### src/rtl/game_sequencer_pkg.sv
// Shared game definitions: state codes and ball speed constants used by the
// sequencer, display and collision blocks.
package game_sequencer_pkg;

    typedef enum logic [2:0] {
        ST_IDLE  = 3'd0,
        ST_SERVE = 3'd1,
        ST_PLAY  = 3'd2,
        ST_WIN   = 3'd3,
        ST_LOSE  = 3'd4
    } game_state_t;

    localparam logic [1:0] SPEED_STOP = 2'd0;
    localparam logic [1:0] SPEED_1    = 2'd1;
    localparam logic [1:0] SPEED_2    = 2'd2;
    localparam logic [1:0] SPEED_3    = 2'd3;

    localparam logic [6:0] SCORE_MAX  = 7'd99;

endpackage

### src/rtl/bcd_score_counter.sv
// Two-digit BCD score counter, saturating at 99, with a binary copy of the
// score for threshold comparisons.
module bcd_score_counter (
    input  logic       clk,
    input  logic       rst,
    input  logic       inc,
    input  logic       clr,
    output logic [3:0] tens,
    output logic [3:0] ones,
    output logic [6:0] score_bin
);

    logic at_max;

    assign at_max    = (tens == 4'd9) && (ones == 4'd9);
    // tens*10 as tens*8 + tens*2
    assign score_bin = ({3'd0, tens} << 3) + ({3'd0, tens} << 1) + {3'd0, ones};

    always_ff @(posedge clk or posedge rst) begin
        if (rst) begin
            tens <= 4'd0;
            ones <= 4'd0;
        end else if (clr) begin
            tens <= 4'd0;
            ones <= 4'd0;
        end else if (inc && !at_max) begin
            if (ones == 4'd9) begin
                ones <= 4'd0;
                tens <= tens + 4'd1;
            end else begin
                ones <= ones + 4'd1;
            end
        end
    end

endmodule

### src/rtl/game_sequencer.sv
// Top-level game flow controller: serve/play/win/lose sequencing, lives,
// BCD score and ball speed phases. All outputs are registered.
module game_sequencer
    import game_sequencer_pkg::*;
#(
    parameter int INIT_LIVES   = 3,
    parameter int PHASE2_SCORE = 20,
    parameter int PHASE3_SCORE = 40,
    parameter int WIN_SCORE    = 60
) (
    input  logic       clk,
    input  logic       rst,
    input  logic       start,
    input  logic       block_hit,
    input  logic       ball_lost,
    input  logic       all_cleared,
    output logic [2:0] state,
    output logic       run_en,
    output logic       ball_load,
    output logic       clear_blocks,
    output logic [1:0] ball_speed,
    output logic [3:0] score_tens,
    output logic [3:0] score_ones,
    output logic [3:0] lives
);

    localparam logic [3:0] LIVES_INIT = 4'(INIT_LIVES);
    localparam logic [6:0] PHASE2_BIN = 7'(PHASE2_SCORE);
    localparam logic [6:0] PHASE3_BIN = 7'(PHASE3_SCORE);
    localparam logic [6:0] WIN_BIN    = 7'(WIN_SCORE);

    function automatic logic [1:0] speed_for(input logic [6:0] s);
        if (s >= PHASE3_BIN)      return SPEED_3;
        else if (s >= PHASE2_BIN) return SPEED_2;
        else                      return SPEED_1;
    endfunction

    game_state_t cur_state, next_state;
    logic        start_q, start_pulse;
    logic        score_inc, score_clr;
    logic [6:0]  score_bin;
    logic [3:0]  lives_d;
    logic        run_en_d, ball_load_d, clear_blocks_d;
    logic [1:0]  ball_speed_d;

    assign start_pulse = start & ~start_q;
    assign state       = cur_state;

    bcd_score_counter u_score (
        .clk       (clk),
        .rst       (rst),
        .inc       (score_inc),
        .clr       (score_clr),
        .tens      (score_tens),
        .ones      (score_ones),
        .score_bin (score_bin)
    );

    always_comb begin
        next_state     = cur_state;
        lives_d        = lives;
        score_inc      = 1'b0;
        score_clr      = 1'b0;
        clear_blocks_d = 1'b0;
        case (cur_state)
            ST_IDLE: if (start_pulse) begin
                score_clr      = 1'b1;
                lives_d        = LIVES_INIT;
                clear_blocks_d = 1'b1;
                next_state     = ST_SERVE;
            end
            ST_SERVE: if (start_pulse) next_state = ST_PLAY;
            ST_PLAY: begin
                score_inc = block_hit;
                // A lost ball beats the win check; a hit in the same cycle still scores.
                if (ball_lost) begin
                    if (lives <= 4'd1) begin
                        lives_d    = 4'd0;
                        next_state = ST_LOSE;
                    end else begin
                        lives_d    = lives - 4'd1;
                        next_state = ST_SERVE;
                    end
                end else if ((score_bin >= WIN_BIN) || all_cleared) begin
                    next_state = ST_WIN;
                end
            end
            ST_WIN, ST_LOSE: if (start_pulse) next_state = ST_IDLE;
            default: next_state = ST_IDLE;
        endcase

        run_en_d     = (next_state == ST_PLAY);
        ball_load_d  = (next_state == ST_IDLE) || (next_state == ST_SERVE);
        ball_speed_d = (next_state == ST_PLAY) ? speed_for(score_bin) : SPEED_STOP;
    end

    always_ff @(posedge clk or posedge rst) begin
        if (rst) begin
            cur_state    <= ST_IDLE;
            start_q      <= 1'b0;
            lives        <= LIVES_INIT;
            run_en       <= 1'b0;
            ball_load    <= 1'b1;
            clear_blocks <= 1'b0;
            ball_speed   <= SPEED_STOP;
        end else begin
            cur_state    <= next_state;
            start_q      <= start;
            lives        <= lives_d;
            run_en       <= run_en_d;
            ball_load    <= ball_load_d;
            clear_blocks <= clear_blocks_d;
            ball_speed   <= ball_speed_d;
        end
    end

endmodule

### config.mk
export PLATFORM = sky130hd
export DESIGN_NAME = game_sequencer
export DESIGN_NICKNAME = d
export VERILOG_FILES = /design/src/rtl/game_sequencer_pkg.sv /design/src/rtl/bcd_score_counter.sv /design/src/rtl/game_sequencer.sv
export SDC_FILE = /design/constraint.sdc
export NUM_CORES = 1
export LEC_CHECK = 0
export BUFFER_PORTS_ARGS = -buffer_cell sky130_fd_sc_hd__buf_2
export CAP_MARGIN = 20
export CORE_ASPECT_RATIO = 0.75
export CORE_MARGIN = 3
export CORE_UTILIZATION = 61
export CTS_BUF_LIST = sky130_fd_sc_hd__clkbuf_4 sky130_fd_sc_hd__clkbuf_8
export DETAILED_ROUTE_END_ITERATION = 10
export PLACE_DENSITY_LB_ADDON = 0.08
export SYNTH_ARGS = -nofsm -noshare
export SYNTH_HDL_FRONTEND = slang
export SYNTH_SLANG_ARGS = --single-unit
### constraint.sdc
create_clock -name clk -period 5.8 [get_ports clk]
set_input_delay 0.58 -clock clk [delete_from_list [all_inputs] [get_ports clk]]
set_output_delay 0.58 -clock clk [all_outputs]
set_load 0.01 [all_outputs]
==> results by stage <==
Routing:
- Summing over every cut layer, the via total after detailed routing is roughly 1100.
- In the routed design, unresolved DRC markers number 0.
- The number of design-rule violations left by the first detailed-router iteration is 27.
- The routed wire length per instance is 15.0 um.
- The final wirelength is about 2.8 mm.
- The detailed-routing iteration count for the pre-antenna-repair pass is 4.
- The number of nets still failing antenna checks after routing is 0.
- In the routed layout, each cell is associated on average with a via count of ~6.

Clocking:
- After clock tree synthesis, the flow added hold-fix buffers numbering 0.
- CTS built an H-tree with a depth of 1.
- The clock reaches the later pin of the worst-skew pair after 320 ps.
- The clock-pin slew on the worst setup and hold paths is about 130 ps.
- The post-cts resize count is 0.
- The cell chosen for the clock root is clkbuf_4.
- The clock passes through at most 2 buffers.
- The setup fix buffers added after clock tree synthesis is 0.
- TritonCTS built the clock tree.
- CTS saw 21 sinks.
- Counting the buffers created by CTS gives 3.

Worst setup path:
- Of all nets on the critical path, the largest fanout is 7.
- Data on the critical path arrives at its endpoint at 3040 ps.
- The kind of capture point of the worst setup path is a flop.
- For the worst setup path, the data required time is 6050 ps.
- The startpoint type of the worst setup path is a flop.
- The setup path with the least slack is of type reg -> reg.

Pwr:
- In this run the power spent charging and discharging nets is roughly 0.19 mW.
- After layout, the design draws a total of ~0.47 mW.
- The maximum vdd ir drop is 0.246 mV.
- Sequential cells account for around half of the total power.
- The leakage power figure is about 0.75 nW.
- The switching part of the total is between 30% and 40%.
- Power spread over the standard cell area amounts to roughly 320 nW/um^2.
- The internal power summed over all cells is between 0.2 and 0.3 mW.
- The part of the power in the clock network is 15.5%.
- Of the total power, combinational logic draws 35.5%.

STA:
- Between clock sinks in the finished design, the worst skew comes to between 10 and 15 ps.
- The final critical-path required period is around 2800 ps.
- The post-route setup TNS is 0 ps.
- The tightest hold path in the finished design has a slack of 355 ps.
- Dividing the final minimum period by the clock period gives 48.1%.
- Setup violations remaining at the end of the flow were counted as 0.
- The number of pins exceeding their max-slew limit in the final report was 0.
- Setup repair after global routing left no endpoint under its margin.
- In this run the tightest slew margin relative to its limit is roughly half.
- The achievable clock frequency is approximately 360 MHz.
- The number of failing hold endpoints at the final stage is 0.
- At the pin with the least slew margin, the transition time is roughly 740 ps.

Final layout:
- Of the cells placed in the final design, the portion with a size suffix greater than 1 is approximately 22%.
- The count of fill cells added during filler insertion is 133.
- The area of all placed cells without fillers is roughly 1500 um^2.
- The library cells used most frequently in the layout, excluding fill and tap cells, are buf_2, dfrtp_1, nor2_1, a21oi_1, ha_1.
- At the end of the flow, the number of nets in the layout was approximately 180.
- From synthesis to final layout, the design area changed by 13.2%.
- The core utilization of the finished layout is between 70% and 80%.
- Leaving out fill and tap cells, the most frequent cell in the layout is buf_2.
- The number of antenna diodes in the final layout is 0.

Yosys:
- The post-synthesis sequential element count is 21.
- Of all flip-flops after synthesis, the portion carrying an async set or reset was 100%.
- The number of synthesized flops with an enable pin is 0.
- Counting distinct cell types in the post-synthesis netlist gives 40.
- In this run the cell area of the synthesized design comes to roughly 1300 um^2.
- The Yosys warning count is 0.
- The top flip-flop cell by instance count after synthesis is dfrtp_1.
- By area the synthesized netlist is led by dfrtp_1, ha_1, dfstp_2, nor2_1, a21oi_1.
- In the synthesized netlist, the number of instances is 134.
- Dividing the synthesized area by the synthesized cell count gives 9.79 um^2.
- The cell taking the most area after synthesis is dfrtp_1.
- Synthesis produced a netlist with a net count of about 150.
- Sequential cells were found to cover just over 40% of the synthesized design area.
- The area share of the largest cell type after synthesis is roughly a third.

Min path:
- The worst hold path belongs to the class in -> async.

Place:
- The cell area reported after detailed placement is approximately 1500 um^2.
- The count of buffers inserted at the top-level ports is 25.
- The global placement routability congestion is about 0.78.
- Detailed placement finished with a half-perimeter wire length of ~2.1 mm.

GRT:
- The pin count of the biggest net entering global routing is 22.
- The first global-routing pass estimated roughly 4.6 mm of wire.
- The leftover overflow at the end of global routing is 0.
- Global routing used 23.4% of the available tracks.
- The via count of the first global-routing pass is approximately 1000.
- The number of antenna violations at the first check in global routing is 0.

Run:
- Across the run, the number of max-cap violations was 0.

Outcome:
- The run finished with clean final reports.

Die:
- In this run the standard cell core region covers roughly 1900 um^2.
- From left edge to right edge, the die measures 59.6 um.
- Measured along the y axis, the die boundary spans roughly 46 um.
- The placement row count is 13.
- The overall die area is 2750 um^2.
- During I/O placement, the number of pins put on the boundary was 26.
- The starting utilization of the core area is 70.2%.
-- power groups by stage --
stage                     sequential, mW  clock (mW)  combinational, mW
final                              0.230      0.0730              0.167
after global routing               0.236      0.0780              0.185
after CTS                          0.229      0.0726              0.167
after detailed placement           0.232           0              0.167
after global placement             0.229           0              0.162
after floorplan                    0.234           0              0.105
-- sequential cells by signal, summed over array words and instances, names as in the netlist --
signal,flops
lives,4
u_score.ones,4
ball_load,1
ball_speed,2
start_q,1
u_score.tens,4
state,3
clear_blocks,1
run_en,1
-- worst max-delay path, cell delays in order (launching register included) --
cell,delay [ps]
dfrtp_1,490
fa_1,580
fa_1,470
xnor2_1,190
or4_1,490
a41oi_1,340
o21bai_1,170
-- through the flow --
| step | cells | setup slack (ps) |
|---|---|---|
| floorplan | 134 | 3170 |
| global placement | 179 | 3120 |
| detailed placement | 179 | 3030 |
| CTS | 183 | 3010 |
| global route | 183 | 2880 |
| finish | 183 | 3010 |
-- synth_stat cells (3+ instances only) --
library cell / number
dfrtp_1: 18
nor2_1: 16
a21oi_1: 11
ha_1: 11
o21ai_0: 10
inv_1: 9
nand2_1: 6
xor2_1: 4
dfstp_2: 3
nor2b_1: 3
or3_1: 3
-- metal layers --
| metal | GRT usage (%) | vias to the layer above | share of wire [%] |
|---|---|---|---|
| li1 | - | 536 | - |
| met3 | 6.16 | 4 | 4.7 |
| met5 | 0 | - | 0 |
| met4 | 9.73 | 0 | 1.2 |
| met1 | 28.0 | 526 | 47 |
| met2 | 40.3 | 20 | 47 |
-- path summary, 6_finish.rpt --
check                                 from  endpoint  slack [ps]  cells past startpoint
setup / recovery           u_score.tens[0]  state[0]        3010                      6
hold / removal                         rst  state[0]         360                      2
setup reg to reg           u_score.tens[0]  state[0]        3010                      6
hold reg to reg                   lives[3]  lives[3]         530                      1
max in group asynchronous              rst  lives[3]        4960                      2
min in group clk                     start   start_q         400                      1
-- cell type report --
| class | instances | area [um^2] | share of cell area (%) |
|---|---|---|---|
| Inverter | 9 | 33.8 | 2.27 |
| Clock buffer | 3 | 22.5 | 1.52 |
| Multi-Input combinational cell | 102 | 742 | 50.0 |
| Tap cell | 22 | 27.5 | 1.85 |
| Timing Repair Buffer | 25 | 125 | 8.42 |
| Sequential cell | 21 | 529 | 35.6 |
| Clock inverter | 1 | 5.00 | 0.337 |
-- kinds of logic after synthesis --
| logic type | after synthesis | share of synthesized area [%] |
|---|---|---|
| mux | 1 | 0.858 |
| buf+inv | 11 | 3.15 |
| simple gates | 47 | 21.1 |
| compound gates | 35 | 17.1 |
| xor+xnor | 6 | 4.00 |
| fa+ha+maj | 13 | 13.5 |
| flops | 21 | 40.3 |
No activity file was read; power rests on OpenSTA's default activity.
